### config.mk
export PLATFORM = sky130hd
export DESIGN_NAME = hazard_ctrl_flat
export DESIGN_NICKNAME = d
export VERILOG_FILES = /design/src/rtl/hazard_ctrl_pkg.sv /design/src/rtl/hazard_ctrl_if.sv /design/src/rtl/hazard_ctrl_sat_counter.sv /design/src/rtl/hazard_ctrl.sv /design/src/flat_wrapper.sv
export SDC_FILE = /design/constraint.sdc
export NUM_CORES = 1
export LEC_CHECK = 0
export BUFFER_PORTS_ARGS = -buffer_cell sky130_fd_sc_hd__buf_2
export CORE_MARGIN = 10
export CORE_UTILIZATION = 29
export CTS_CLUSTER_DIAMETER = 30
export CTS_CLUSTER_SIZE = 25
export DETAILED_ROUTE_END_ITERATION = 10
export PLACE_DENSITY = 0.61
export SETUP_SLACK_MARGIN = 0.05
export SKIP_CTS_REPAIR_TIMING = 1
export SLEW_MARGIN = 40
export SYNTH_ARGS = -nofsm -noshare
export SYNTH_HDL_FRONTEND = slang
export SYNTH_SLANG_ARGS = --single-unit
### constraint.sdc
create_clock -name clk_i -period 5 [get_ports clk_i]
set_clock_uncertainty 0.05 [all_clocks]
set_input_delay 0.25 -clock clk_i [delete_from_list [all_inputs] [get_ports clk_i]]
set_output_delay 0.25 -clock clk_i [all_outputs]
set_load 0.01 [all_outputs]
### src/rtl/hazard_ctrl_pkg.sv
// Shared definitions for the pipeline hazard controller.
//   fwd_t / FWD_*   : operand-forwarding select codes driven to the Execute muxes
//   RESULT_LOAD     : ResultSrcE value that identifies a load in Execute
//   mem_state_t     : data-memory wait FSM states
//   fwd_sel()       : priority encoder turning stage-hit flags into a select code
package hazard_pkg;

   typedef logic [1:0] fwd_t;

   localparam fwd_t FWD_REG = 2'b00;
   localparam fwd_t FWD_WB  = 2'b01;
   localparam fwd_t FWD_MEM = 2'b10;

   localparam logic [1:0] RESULT_LOAD = 2'b01;

   typedef enum logic {
      IDLE = 1'b0,
      WAIT = 1'b1
   } mem_state_t;

   // Memory stage holds the younger result, so it wins over Writeback.
   function automatic fwd_t fwd_sel(input logic mem_hit, input logic wb_hit);
      if (mem_hit) begin
         return FWD_MEM;
      end else if (wb_hit) begin
         return FWD_WB;
      end
      return FWD_REG;
   endfunction

endpackage

### src/rtl/hazard_ctrl_if.sv
// Bundle of every pipeline-facing signal of the hazard controller.
//   master : pipeline side, drives register indices and control, reads hazard decisions
//   slave  : hazard controller side
// Widths follow REGISTER_ADDRESS_WIDTH (register indices) and COUNTER_WIDTH
// (performance counters); they must match the controller instance parameters.
interface hazard_ctrl_if
   import hazard_pkg::*;
#(
   parameter int REGISTER_ADDRESS_WIDTH = 5,
   parameter int COUNTER_WIDTH          = 32
);
   logic [REGISTER_ADDRESS_WIDTH-1:0] Rs1D_i, Rs2D_i, Rs1E_i, Rs2E_i;
   logic [REGISTER_ADDRESS_WIDTH-1:0] RdE_i, RdM_i, RdW_i;
   logic [1:0]                        ResultSrcE_i;
   logic                              RegWriteM_i, RegWriteW_i;
   logic                              PCSrcE_i, MemAccessM_i, DMemReady_i, ClrCnt_i;

   fwd_t                              ForwardAE_o, ForwardBE_o;
   logic                              StallF_o, StallD_o, StallE_o, StallM_o;
   logic                              FlushD_o, FlushE_o, BubbleW_o;
   logic                              ValidE_o, ValidM_o, ValidW_o;
   logic                              MemTimeout_o;
   logic [COUNTER_WIDTH-1:0]          StallCnt_o, FlushCnt_o;

   modport master (
      output Rs1D_i, Rs2D_i, Rs1E_i, Rs2E_i, RdE_i, RdM_i, RdW_i,
             ResultSrcE_i, RegWriteM_i, RegWriteW_i,
             PCSrcE_i, MemAccessM_i, DMemReady_i, ClrCnt_i,
      input  ForwardAE_o, ForwardBE_o, StallF_o, StallD_o, StallE_o, StallM_o,
             FlushD_o, FlushE_o, BubbleW_o, ValidE_o, ValidM_o, ValidW_o,
             MemTimeout_o, StallCnt_o, FlushCnt_o
   );

   modport slave (
      input  Rs1D_i, Rs2D_i, Rs1E_i, Rs2E_i, RdE_i, RdM_i, RdW_i,
             ResultSrcE_i, RegWriteM_i, RegWriteW_i,
             PCSrcE_i, MemAccessM_i, DMemReady_i, ClrCnt_i,
      output ForwardAE_o, ForwardBE_o, StallF_o, StallD_o, StallE_o, StallM_o,
             FlushD_o, FlushE_o, BubbleW_o, ValidE_o, ValidM_o, ValidW_o,
             MemTimeout_o, StallCnt_o, FlushCnt_o
   );
endinterface

### src/rtl/hazard_ctrl_sat_counter.sv
// Saturating up-counter used for the hazard performance counters.
//   clk_i, rst_i : clock, asynchronous active-low reset
//   inc          : count one event this cycle
//   clr          : synchronous clear, wins over inc
//   count        : current value, sticks at all-ones
module sat_counter #(
   parameter int WIDTH = 32
) (
   input  logic             clk_i,
   input  logic             rst_i,
   input  logic             inc,
   input  logic             clr,
   output logic [WIDTH-1:0] count
);
   logic [WIDTH-1:0] count_reg;

   always_ff @(posedge clk_i or negedge rst_i) begin
      if (!rst_i) begin
         count_reg <= '0;
      end else if (clr) begin
         count_reg <= '0;
      end else if (inc && (count_reg != '1)) begin
         count_reg <= count_reg + WIDTH'(1);
      end
   end

   assign count = count_reg;
endmodule

### src/rtl/hazard_ctrl.sv
// Pipeline hazard controller: operand forwarding, load-use stall, branch
// flush, data-memory wait stall with timeout, stage-valid tracking and
// stall/flush performance counters.
//   clk_i : clock
//   rst_i : asynchronous active-low reset
//   hz    : hazard_ctrl_if slave port (all pipeline inputs and hazard outputs)
// Forwarding, stall and flush outputs are combinational from their inputs.
module hazard_ctrl
   import hazard_pkg::*;
#(
   parameter int REGISTER_ADDRESS_WIDTH = 5,
   parameter int COUNTER_WIDTH          = 32,
   parameter int MEM_TIMEOUT            = 255
) (
   input  logic         clk_i,
   input  logic         rst_i,
   hazard_ctrl_if.slave hz
);
   localparam logic [REGISTER_ADDRESS_WIDTH-1:0] REG_ZERO = '0;
   // Wait counter is at least 9 bits and always wide enough for MEM_TIMEOUT.
   localparam int WAIT_W = ($clog2(MEM_TIMEOUT + 1) > 9) ? $clog2(MEM_TIMEOUT + 1) : 9;
   localparam logic [WAIT_W-1:0] WAIT_LAST = WAIT_W'(MEM_TIMEOUT - 1);
   localparam logic [WAIT_W-1:0] WAIT_ONE  = WAIT_W'(1);

   logic              valid_d_reg, valid_e_reg, valid_m_reg, valid_w_reg;
   mem_state_t        state_reg;
   logic [WAIT_W-1:0] wait_cnt_reg;
   logic              timeout_reg;

   logic lw_stall, mem_stall;
   logic stall_f, stall_d, stall_e, stall_m, flush_d, flush_e, bubble_w;

   // ---------------- forwarding, one lane per Execute source operand
   logic [REGISTER_ADDRESS_WIDTH-1:0] rs_e [2];
   fwd_t                              fwd  [2];

   assign rs_e[0] = hz.Rs1E_i;
   assign rs_e[1] = hz.Rs2E_i;

   for (genvar gi = 0; gi < 2; gi++) begin : g_fwd
      logic mem_hit, wb_hit;
      assign mem_hit = hz.RegWriteM_i && valid_m_reg && (hz.RdM_i != REG_ZERO) && (hz.RdM_i == rs_e[gi]);
      assign wb_hit  = hz.RegWriteW_i && valid_w_reg && (hz.RdW_i != REG_ZERO) && (hz.RdW_i == rs_e[gi]);
      assign fwd[gi] = fwd_sel(mem_hit, wb_hit);
   end

   assign hz.ForwardAE_o = fwd[0];
   assign hz.ForwardBE_o = fwd[1];

   // ---------------- stall / flush decisions
   assign lw_stall  = (hz.ResultSrcE_i == RESULT_LOAD) && valid_e_reg && (hz.RdE_i != REG_ZERO) &&
                      ((hz.RdE_i == hz.Rs1D_i) || (hz.RdE_i == hz.Rs2D_i));
   // Once the timeout flag is set the pipeline is never held for memory again.
   assign mem_stall = valid_m_reg && hz.MemAccessM_i && !hz.DMemReady_i && !timeout_reg;

   // A memory wait freezes the whole pipe and defers any branch or load-use
   // action; otherwise a taken branch flushes and masks the load-use stall.
   assign stall_f  = mem_stall | (lw_stall & ~hz.PCSrcE_i);
   assign stall_d  = stall_f;
   assign stall_e  = mem_stall;
   assign stall_m  = mem_stall;
   assign bubble_w = mem_stall;
   assign flush_d  = ~mem_stall & hz.PCSrcE_i;
   assign flush_e  = ~mem_stall & (hz.PCSrcE_i | lw_stall);

   assign hz.StallF_o  = stall_f;
   assign hz.StallD_o  = stall_d;
   assign hz.StallE_o  = stall_e;
   assign hz.StallM_o  = stall_m;
   assign hz.BubbleW_o = bubble_w;
   assign hz.FlushD_o  = flush_d;
   assign hz.FlushE_o  = flush_e;

   // ---------------- stage-valid bits
   always_ff @(posedge clk_i or negedge rst_i) begin
      if (!rst_i) begin
         valid_d_reg <= 1'b0;
         valid_e_reg <= 1'b0;
         valid_m_reg <= 1'b0;
         valid_w_reg <= 1'b0;
      end else begin
         if (flush_d)       valid_d_reg <= 1'b0;
         else if (!stall_d) valid_d_reg <= 1'b1;

         if (flush_e)       valid_e_reg <= 1'b0;
         else if (!stall_e) valid_e_reg <= valid_d_reg;

         if (!stall_m)      valid_m_reg <= valid_e_reg;

         valid_w_reg <= bubble_w ? 1'b0 : valid_m_reg;
      end
   end

   assign hz.ValidE_o = valid_e_reg;
   assign hz.ValidM_o = valid_m_reg;
   assign hz.ValidW_o = valid_w_reg;

   // ---------------- data-memory wait FSM with timeout
   // The wait counter holds the number of stalled cycles already spent; the
   // cycle on which it would reach MEM_TIMEOUT records the timeout instead.
   // WAIT is left whenever the stall condition drops (ready, stage emptied,
   // or the access itself withdrawn) so an abandoned access never times out.
   always_ff @(posedge clk_i or negedge rst_i) begin
      if (!rst_i) begin
         state_reg    <= IDLE;
         wait_cnt_reg <= '0;
         timeout_reg  <= 1'b0;
      end else begin
         case (state_reg)
            IDLE: begin
               if (mem_stall) begin
                  if (wait_cnt_reg == WAIT_LAST) begin
                     timeout_reg <= 1'b1;
                  end else begin
                     state_reg    <= WAIT;
                     wait_cnt_reg <= wait_cnt_reg + WAIT_ONE;
                  end
               end
            end
            WAIT: begin
               if (!mem_stall) begin
                  state_reg    <= IDLE;
                  wait_cnt_reg <= '0;
               end else if (wait_cnt_reg == WAIT_LAST) begin
                  timeout_reg  <= 1'b1;
                  state_reg    <= IDLE;
                  wait_cnt_reg <= '0;
               end else begin
                  wait_cnt_reg <= wait_cnt_reg + WAIT_ONE;
               end
            end
            default: begin
               state_reg    <= IDLE;
               wait_cnt_reg <= '0;
            end
         endcase
      end
   end

   assign hz.MemTimeout_o = timeout_reg;

   // ---------------- performance counters
   sat_counter #(.WIDTH(COUNTER_WIDTH)) u_stall_cnt (
      .clk_i (clk_i),
      .rst_i (rst_i),
      .inc   (stall_f),
      .clr   (hz.ClrCnt_i),
      .count (hz.StallCnt_o)
   );

   sat_counter #(.WIDTH(COUNTER_WIDTH)) u_flush_cnt (
      .clk_i (clk_i),
      .rst_i (rst_i),
      .inc   (flush_d),
      .clr   (hz.ClrCnt_i),
      .count (hz.FlushCnt_o)
   );
endmodule

### src/flat_wrapper.sv
// flat-port wrapper written by rule: the top's interface ports become plain ports
module hazard_ctrl_flat import hazard_pkg::*;
#(
   parameter int REGISTER_ADDRESS_WIDTH = 5,
   parameter int COUNTER_WIDTH          = 32,
   parameter int MEM_TIMEOUT            = 255
)
  (clk_i, rst_i, hz_Rs1D_i, hz_Rs2D_i, hz_Rs1E_i, hz_Rs2E_i, hz_RdE_i, hz_RdM_i, hz_RdW_i, hz_ResultSrcE_i, hz_RegWriteM_i, hz_RegWriteW_i, hz_PCSrcE_i, hz_MemAccessM_i, hz_DMemReady_i, hz_ClrCnt_i, hz_ForwardAE_o, hz_ForwardBE_o, hz_StallF_o, hz_StallD_o, hz_StallE_o, hz_StallM_o, hz_FlushD_o, hz_FlushE_o, hz_BubbleW_o, hz_ValidE_o, hz_ValidM_o, hz_ValidW_o, hz_MemTimeout_o, hz_StallCnt_o, hz_FlushCnt_o);
  hazard_ctrl_if #(.REGISTER_ADDRESS_WIDTH(REGISTER_ADDRESS_WIDTH), .COUNTER_WIDTH(COUNTER_WIDTH)) hz_i ();
  input  logic clk_i;
  input  logic rst_i;
  input wire logic [$bits(hz_i.Rs1D_i)-1:0] hz_Rs1D_i;
  input wire logic [$bits(hz_i.Rs2D_i)-1:0] hz_Rs2D_i;
  input wire logic [$bits(hz_i.Rs1E_i)-1:0] hz_Rs1E_i;
  input wire logic [$bits(hz_i.Rs2E_i)-1:0] hz_Rs2E_i;
  input wire logic [$bits(hz_i.RdE_i)-1:0] hz_RdE_i;
  input wire logic [$bits(hz_i.RdM_i)-1:0] hz_RdM_i;
  input wire logic [$bits(hz_i.RdW_i)-1:0] hz_RdW_i;
  input wire logic [$bits(hz_i.ResultSrcE_i)-1:0] hz_ResultSrcE_i;
  input wire logic [$bits(hz_i.RegWriteM_i)-1:0] hz_RegWriteM_i;
  input wire logic [$bits(hz_i.RegWriteW_i)-1:0] hz_RegWriteW_i;
  input wire logic [$bits(hz_i.PCSrcE_i)-1:0] hz_PCSrcE_i;
  input wire logic [$bits(hz_i.MemAccessM_i)-1:0] hz_MemAccessM_i;
  input wire logic [$bits(hz_i.DMemReady_i)-1:0] hz_DMemReady_i;
  input wire logic [$bits(hz_i.ClrCnt_i)-1:0] hz_ClrCnt_i;
  output wire logic [$bits(hz_i.ForwardAE_o)-1:0] hz_ForwardAE_o;
  output wire logic [$bits(hz_i.ForwardBE_o)-1:0] hz_ForwardBE_o;
  output wire logic [$bits(hz_i.StallF_o)-1:0] hz_StallF_o;
  output wire logic [$bits(hz_i.StallD_o)-1:0] hz_StallD_o;
  output wire logic [$bits(hz_i.StallE_o)-1:0] hz_StallE_o;
  output wire logic [$bits(hz_i.StallM_o)-1:0] hz_StallM_o;
  output wire logic [$bits(hz_i.FlushD_o)-1:0] hz_FlushD_o;
  output wire logic [$bits(hz_i.FlushE_o)-1:0] hz_FlushE_o;
  output wire logic [$bits(hz_i.BubbleW_o)-1:0] hz_BubbleW_o;
  output wire logic [$bits(hz_i.ValidE_o)-1:0] hz_ValidE_o;
  output wire logic [$bits(hz_i.ValidM_o)-1:0] hz_ValidM_o;
  output wire logic [$bits(hz_i.ValidW_o)-1:0] hz_ValidW_o;
  output wire logic [$bits(hz_i.MemTimeout_o)-1:0] hz_MemTimeout_o;
  output wire logic [$bits(hz_i.StallCnt_o)-1:0] hz_StallCnt_o;
  output wire logic [$bits(hz_i.FlushCnt_o)-1:0] hz_FlushCnt_o;
  assign hz_i.Rs1D_i = hz_Rs1D_i;
  assign hz_i.Rs2D_i = hz_Rs2D_i;
  assign hz_i.Rs1E_i = hz_Rs1E_i;
  assign hz_i.Rs2E_i = hz_Rs2E_i;
  assign hz_i.RdE_i = hz_RdE_i;
  assign hz_i.RdM_i = hz_RdM_i;
  assign hz_i.RdW_i = hz_RdW_i;
  assign hz_i.ResultSrcE_i = hz_ResultSrcE_i;
  assign hz_i.RegWriteM_i = hz_RegWriteM_i;
  assign hz_i.RegWriteW_i = hz_RegWriteW_i;
  assign hz_i.PCSrcE_i = hz_PCSrcE_i;
  assign hz_i.MemAccessM_i = hz_MemAccessM_i;
  assign hz_i.DMemReady_i = hz_DMemReady_i;
  assign hz_i.ClrCnt_i = hz_ClrCnt_i;
  assign hz_ForwardAE_o = hz_i.ForwardAE_o;
  assign hz_ForwardBE_o = hz_i.ForwardBE_o;
  assign hz_StallF_o = hz_i.StallF_o;
  assign hz_StallD_o = hz_i.StallD_o;
  assign hz_StallE_o = hz_i.StallE_o;
  assign hz_StallM_o = hz_i.StallM_o;
  assign hz_FlushD_o = hz_i.FlushD_o;
  assign hz_FlushE_o = hz_i.FlushE_o;
  assign hz_BubbleW_o = hz_i.BubbleW_o;
  assign hz_ValidE_o = hz_i.ValidE_o;
  assign hz_ValidM_o = hz_i.ValidM_o;
  assign hz_ValidW_o = hz_i.ValidW_o;
  assign hz_MemTimeout_o = hz_i.MemTimeout_o;
  assign hz_StallCnt_o = hz_i.StallCnt_o;
  assign hz_FlushCnt_o = hz_i.FlushCnt_o;
  hazard_ctrl #(.REGISTER_ADDRESS_WIDTH(REGISTER_ADDRESS_WIDTH), .COUNTER_WIDTH(COUNTER_WIDTH), .MEM_TIMEOUT(MEM_TIMEOUT)) u_core (.clk_i(clk_i), .rst_i(rst_i), .hz(hz_i));
endmodule
Word-level counts from Yosys, hierarchy flattened --
Index checks and enable logic that the tools add are counted.
Cells by class: add/subtract/negate cells 3, equal/unequal tests 14, mux-type cells 28, bitwise gates (word level) 8, reductions and logical operators 26
Operators with widths (count):
- 2-to-1 mux 32 bit | 4
- adder 32 x 1 -> 32 bit (second input constant) | 2
- != test 32 bit (second input constant) | 2
- 2-to-1 mux 9 bit | 4
- == test 5 bit | 6
- one-hot mux 9 bit (2 select lines) | 1
- logical AND 1 bit | 16
- nonzero test 5 bit | 3
- 2-to-1 mux 1 bit | 13
- 2-to-1 mux 2 bit | 6
- adder 9 x 1 -> 9 bit (second input constant) | 1
- == test 9 x 8 -> 1 bit (second input constant) | 1
- != test 2 bit (second input constant) | 3
- AND reduction 2 bit | 2
- nonzero test 2 bit | 2
- AND 1 bit | 3
- NOT 1 bit | 3
- == test 2 x 1 -> 1 bit (second input constant) | 1
- logical NOT 1 bit | 2
- != test 2 x 1 -> 1 bit (second input constant) | 1
- OR 1 bit | 2
- logical OR 1 bit | 1
Storage, ports and cells: register bits after elaboration 79, bits of input ports 45, output and inout bits 79, word-level logic and storage cells 88

Depth between registers and ports, before layout --
depth after elaboration 9, depth in mapped cells 9, gate-level depth less buffers 8

Cells and area by module --
A second synthesis with hierarchy kept.
Second synthesis, totals: cells, all modules 522, area, all modules 4922.2 µm²
Modules (own cells, without submodules):
- sat_counter | cells an instance 198, seq. area each 800.8 µm², area an instance 1854.3 µm², instances 2
- hazard_ctrl | cells an instance 126, seq. area each 375.4 µm², area an instance 1213.7 µm², instances 1

Worst setup path before layout --
Ideal clock, no wire load.
kind register to register, start point register u_core.u_stall_cnt.count_reg[17] (netlist: u_core.u_stall_cnt.count[17]), end point register u_core.u_stall_cnt.count_reg[5] (netlist: u_core.u_stall_cnt.count[5]), data required time 4.822 ns, setup time 0.128 ns, setup slack 2.805 ns, arrival 2.017 ns, buffers on the path 2, period minus slack after synthesis 2.195 ns, stages on the path, launching flop included 9, cells stage by stage dfrtp_1 > and4_4 > and4_1 > buf_6 > and3_4 > and3_4 > buf_6 > nor4_1 > mux2_1
Between the ends: cells in the longest elaborated chain, start to end 3
Ends and longest elaborated chain:
- start: declaration | line hazard_ctrl_sat_counter.sv:15 | logic [WIDTH-1:0] count_reg;
- start signal: assignment | line hazard_ctrl_sat_counter.sv:23 | count_reg <= count_reg + WIDTH'(1);
- != test 32 bit | line hazard_ctrl_sat_counter.sv:22 | end else if (inc && (count_reg != '1)) begin
- logical AND 1 bit | line hazard_ctrl_sat_counter.sv:22
- nonzero test 2 bit (no source line)
No other way between the ends. A chain may end at the register's enable or synchronous reset.

Worst setup path after layout --
start point register u_core.u_flush_cnt.count_reg[12] (netlist: u_core.u_flush_cnt.count[12]), end point register u_core.u_flush_cnt.count_reg[13] (netlist: u_core.u_flush_cnt.count[13])
Between the ends: cells in the longest elaborated chain, start to end 3, elaborated cells between the ends (all ways) 6, those cells by class add/sub (1); eq/ne (1); mux (2); reduce/logical (2)
Ends and longest elaborated chain (line):
- start: declaration | hazard_ctrl_sat_counter.sv:15
- start signal: assignment | hazard_ctrl_sat_counter.sv:23
- adder 32 x 1 -> 32 bit / != test 32 bit (equally long branches) | hazard_ctrl_sat_counter.sv:23, hazard_ctrl_sat_counter.sv:22
- 2-to-1 mux 32 bit / logical AND 1 bit (equally long branches) | hazard_ctrl_sat_counter.sv:22
- 2-to-1 mux 32 bit / nonzero test 2 bit (equally long branches)
Parallel ways exist; a longest one is shown, timed or not. The select of a mux whose other input is x is not followed.

==> results.md <==
- The arrival time at the worst endpoint is between 2000 and 3000 ps.
- The routability congestion estimate from global placement is 0.806.
- In this run the top signal layer used is met4.
- Summed over all nets, the half-perimeter wirelength after detailed placement is about 9500 um.
- The overall fraction of global-route tracks in use is 0.124.
- For the pin with the worst max-slew slack, the measured transition is between 700 and 800 ps.
- The synthesized design contains ~80 register bits.
- The capturing element type of the critical path is a flop.
- The number of antenna diodes is 0.
- The proportion of synthesized chip area in sequential cells is 0.427.
- The relative area change from synthesis to final layout is 23.6%.
- The routed length on met1 is ~6500 um.
- The number of clock buffers inserted by TritonCTS is 9.
- Dividing the synthesized area by the synthesized cell count gives slightly above 9 um2.
- Summed over all layers, the global routing overflow is 0.
- The worst hold path belongs to the class primary input to flop.
- Power spread over the standard cell area amounts to about 250 nW/um2.
- The first global-routing pass estimated 22400 um of wire.
- The largest individual stage delay along the critical path comes from the cell sky130_fd_sc_hd__nand4_1.
- The largest voltage drop on the vdd net is between 0.1 and 0.15 mV.
- After detailed routing, the number of vias per cell comes to 5.15.
- In the final layout, the share of cells above drive strength 1 is 0.239.
- The clock-pin slew reported for the worst setup and hold paths after clock tree synthesis is approximately 60 ps.
- The run finished with clean final reports.
- The clock insertion delay at the later pin of the skew report is ~340 ps.
- The cell count after synthesis is around 510.
- The number of setup violations in the final report is 0.
- The clock group share of total power is 0.477.
- The port buffer count is approximately 120.
- The H-tree was split into 3 levels.
- The count of flip-flops with a built-in enable after synthesis is 0.
- The type of the worst setup path is flop to flop.
- The synthesized netlist occupies a cell area of around 4600 um2.
- The number of slew-limit violations in the final report is 0.
- The total buffers and inverters traversed by the critical path is 0.
- The final layout contains routed wiring with a total length of 13400 um.
- The share of total power dissipated in combinational logic is 0.064.
- Setup total negative slack on the finished layout was measured at 0 ps.
- Timing would allow up to ~0.36 GHz.
- The final layout contains between 600 and 700 nets.
- In the synthesized netlist the async set-or-reset flop fraction comes to 1.00.
- The TritonCTS clock tree is done.
- Traced cell by cell, the critical path runs through nand3_1 > nor4_1 > nand4_1 > nand4_1 > xor2_1 > nor2_1.
- In this run the standard cell core region covers roughly 16000 um2.
- The routed design uses a little under 900 um of met3 wire.
- In this run the worst path has a maximum fanout of 18.
- The sequential power share is 0.459.
- The most numerous cell type found on the critical path is sky130_fd_sc_hd__nand4_1.
- The number of antenna violations at the first check in global routing came to 0.
- The family with the most delay on the worst path is simple AND/OR/NAND/NOR gates.
- After layout, the minimum clock period comes to 2750 ps.
- The final non-filler cell total is between 800 and 900.
- The data required time of the critical path is ~5100 ps.
- The via count of the first global-routing pass is approximately 4300.
- In this run the remaining antenna-violating nets after routing total 0.
- Among all flip-flop cells after synthesis, the most frequent one is sky130_fd_sc_hd__dfrtp_1.
- The CTS sink count is a little under 80.
- The maximum buffer depth of the clock tree is 2.
- Sorting the synthesized cells by area gives the leading types as sky130_fd_sc_hd__dfrtp_1, sky130_fd_sc_hd__xor2_1, sky130_fd_sc_hd__nand3_1.
- Measured along the y axis, the die boundary spans 146 um.
- The initial standard-cell utilization of the core is 0.294.
- The width of the die is about 150 um.
- The count of TritonRoute iterations in the first routing pass is 4.
- For this run, design rule violations remaining after detail routing come to 0.
- The final-report hold violation count is 0.
- In this run the count of I/O pins placed on the die edge is ~120.
- Summed over all nets, wire length on met2 after detailed routing comes to just under 6000 um.
- The internal portion of the total power is around 1.1 mW.
- The switching power share of the total is 0.234.
- The normalized max-slew margin is 0.465.
- Setup repair after global routing left no endpoint under its margin.
- Entering global routing, the biggest net connects 67 pins.
- Dividing the detail-routed wire length by the instance count gives roughly 16 um.
- Counting the fill cells in the layout gives approximately 1700.
- The floorplan has 46 rows.
- The count of synthesis-stage warnings from yosys is 0.
- Clock tree synthesis selected as its root buffer the cell sky130_fd_sc_hd__clkbuf_16.
- The synthesized design spends more area on one cell type than any other, namely sky130_fd_sc_hd__dfrtp_1.
- Counting every net in the synthesized netlist gives around 560.
- Summing over every cut layer, the via total after detailed routing is approximately 4300.
- The first routing iteration left between 200 and 250 violations.
- For this design the static power due to leakage is 2.58 nW.
- The critical path's largest stage delay is 740 ps.
- The area share of the largest cell type after synthesis is 0.427.
- The die covers about 21000 um2.
- The number of max-capacitance violations reported is 0.
- Synthesis instantiated 46 different standard cells from the library.
- The final period utilization is 0.551.
- The total net switching power is ~330 uW.
- The library cells used most frequently in the layout, excluding fill and tap cells, are sky130_fd_sc_hd__buf_2, sky130_fd_sc_hd__dfrtp_1, sky130_fd_sc_hd__nor2_1.
- The commonest non-fill, non-tap cell in the layout is sky130_fd_sc_hd__buf_2.
- The startpoint type of the worst setup path is a flop.
- The number of cells in the design after placement is approximately 800.
[logic make-up (layout without fill, tap and decap cells)]
| logic type | Yosys count | count (layout) | synth area share |
|---|---|---|---|
| simple gates | 236 | 236 | 0.289 |
| compound gates | 93 | 93 | 0.121 |
| mux | 2 | 2 | 0.00459 |
| xor+xnor | 58 | 58 | 0.110 |
| flops | 79 | 79 | 0.427 |
| buf+inv | 34 | 151 | 0.0376 |
| fa+ha+maj | 4 | 4 | 0.0108 |
[metrics by stage]
step / instance area (um2) / utilization / worst slack, ps / total power, mW / hold slack, ps
2_1_floorplan: 4630 / - / 2810 / 0.695 / -95.6
3_3_place_gp: 5400 / 0.342 / 2330 / 0.747 / 159
3_5_place_dp: 5410 / 0.343 / 2260 / 0.749 / 168
4_1_cts: 5710 / 0.362 / 2240 / 1.43 / -211
5_1_grt: 5720 / 0.363 / 2010 / 1.47 / 149
6_report: 5720 / 0.363 / 2250 / 1.41 / 156
[routing by layer]
metal	up-vias	track usage
met5	-	0
met4	0	0.0360
met3	16	0.0368
met2	121	0.190
met1	2080	0.165
li1	2100	-
[cell usage after synthesis (5+ instances only)]
cell type,count
sky130_fd_sc_hd__nand3_1,35
sky130_fd_sc_hd__o21ai_0,24
sky130_fd_sc_hd__inv_1,8
sky130_fd_sc_hd__xnor2_1,17
sky130_fd_sc_hd__or3_1,14
sky130_fd_sc_hd__nor2_1,46
sky130_fd_sc_hd__nand2_1,32
sky130_fd_sc_hd__dfrtp_1,79
sky130_fd_sc_hd__nand4_1,26
sky130_fd_sc_hd__buf_4,5
sky130_fd_sc_hd__clkbuf_1,14
sky130_fd_sc_hd__or4_1,22
sky130_fd_sc_hd__nor4_1,6
sky130_fd_sc_hd__o31ai_1,23
sky130_fd_sc_hd__nor3_1,7
sky130_fd_sc_hd__and4_1,10
sky130_fd_sc_hd__xor2_1,41
sky130_fd_sc_hd__and2_1,5
sky130_fd_sc_hd__and3_1,14
sky130_fd_sc_hd__a21oi_1,34
[worst paths after layout]
kind                                              start                            to  slack [ps]  cells past startpoint
min reg2reg                      u_core.wait_cnt_reg[8]        u_core.wait_cnt_reg[8]         430                      1
max in group asynchronous                         rst_i  u_core.u_flush_cnt.count[31]        3560                      3
max                        u_core.u_flush_cnt.count[12]  u_core.u_flush_cnt.count[13]        2250                      6
min                                         hz_PCSrcE_i            u_core.valid_d_reg         160                      2
min in group asynchronous                         rst_i  u_core.u_stall_cnt.count[18]         320                      2
max reg2reg                u_core.u_flush_cnt.count[12]  u_core.u_flush_cnt.count[13]        2250                      6
[power groups by stage]
stage,logic (mW),clock network [mW],registers [mW]
after floorplan,0.0366,0,0.659
final,0.0898,0.672,0.646
after detailed placement,0.0907,0,0.658
after global placement,0.0893,0,0.658
after global routing,0.100,0.727,0.646
after CTS,0.0909,0.696,0.646
[final cells by class]
class / count / area (um2) / share of cell area
clock inverters: 5 / 57.6 / 0.0101
clock buffers: 11 / 243 / 0.0424
inverters: 8 / 30.0 / 0.00525
flip-flops and latches: 79 / 1980 / 0.345
repair buffers: 127 / 651 / 0.114
well taps: 216 / 270 / 0.0472
multi-input cells: 393 / 2500 / 0.436
[worst register-to-register path: cells and delay by family (launching register included)]
family,cells,cell delay [ps]
AND/OR/NAND/NOR,5,1970
XOR/XNOR,1,170
flip-flops,1,410
No activity file was read; power rests on OpenSTA's default activity.
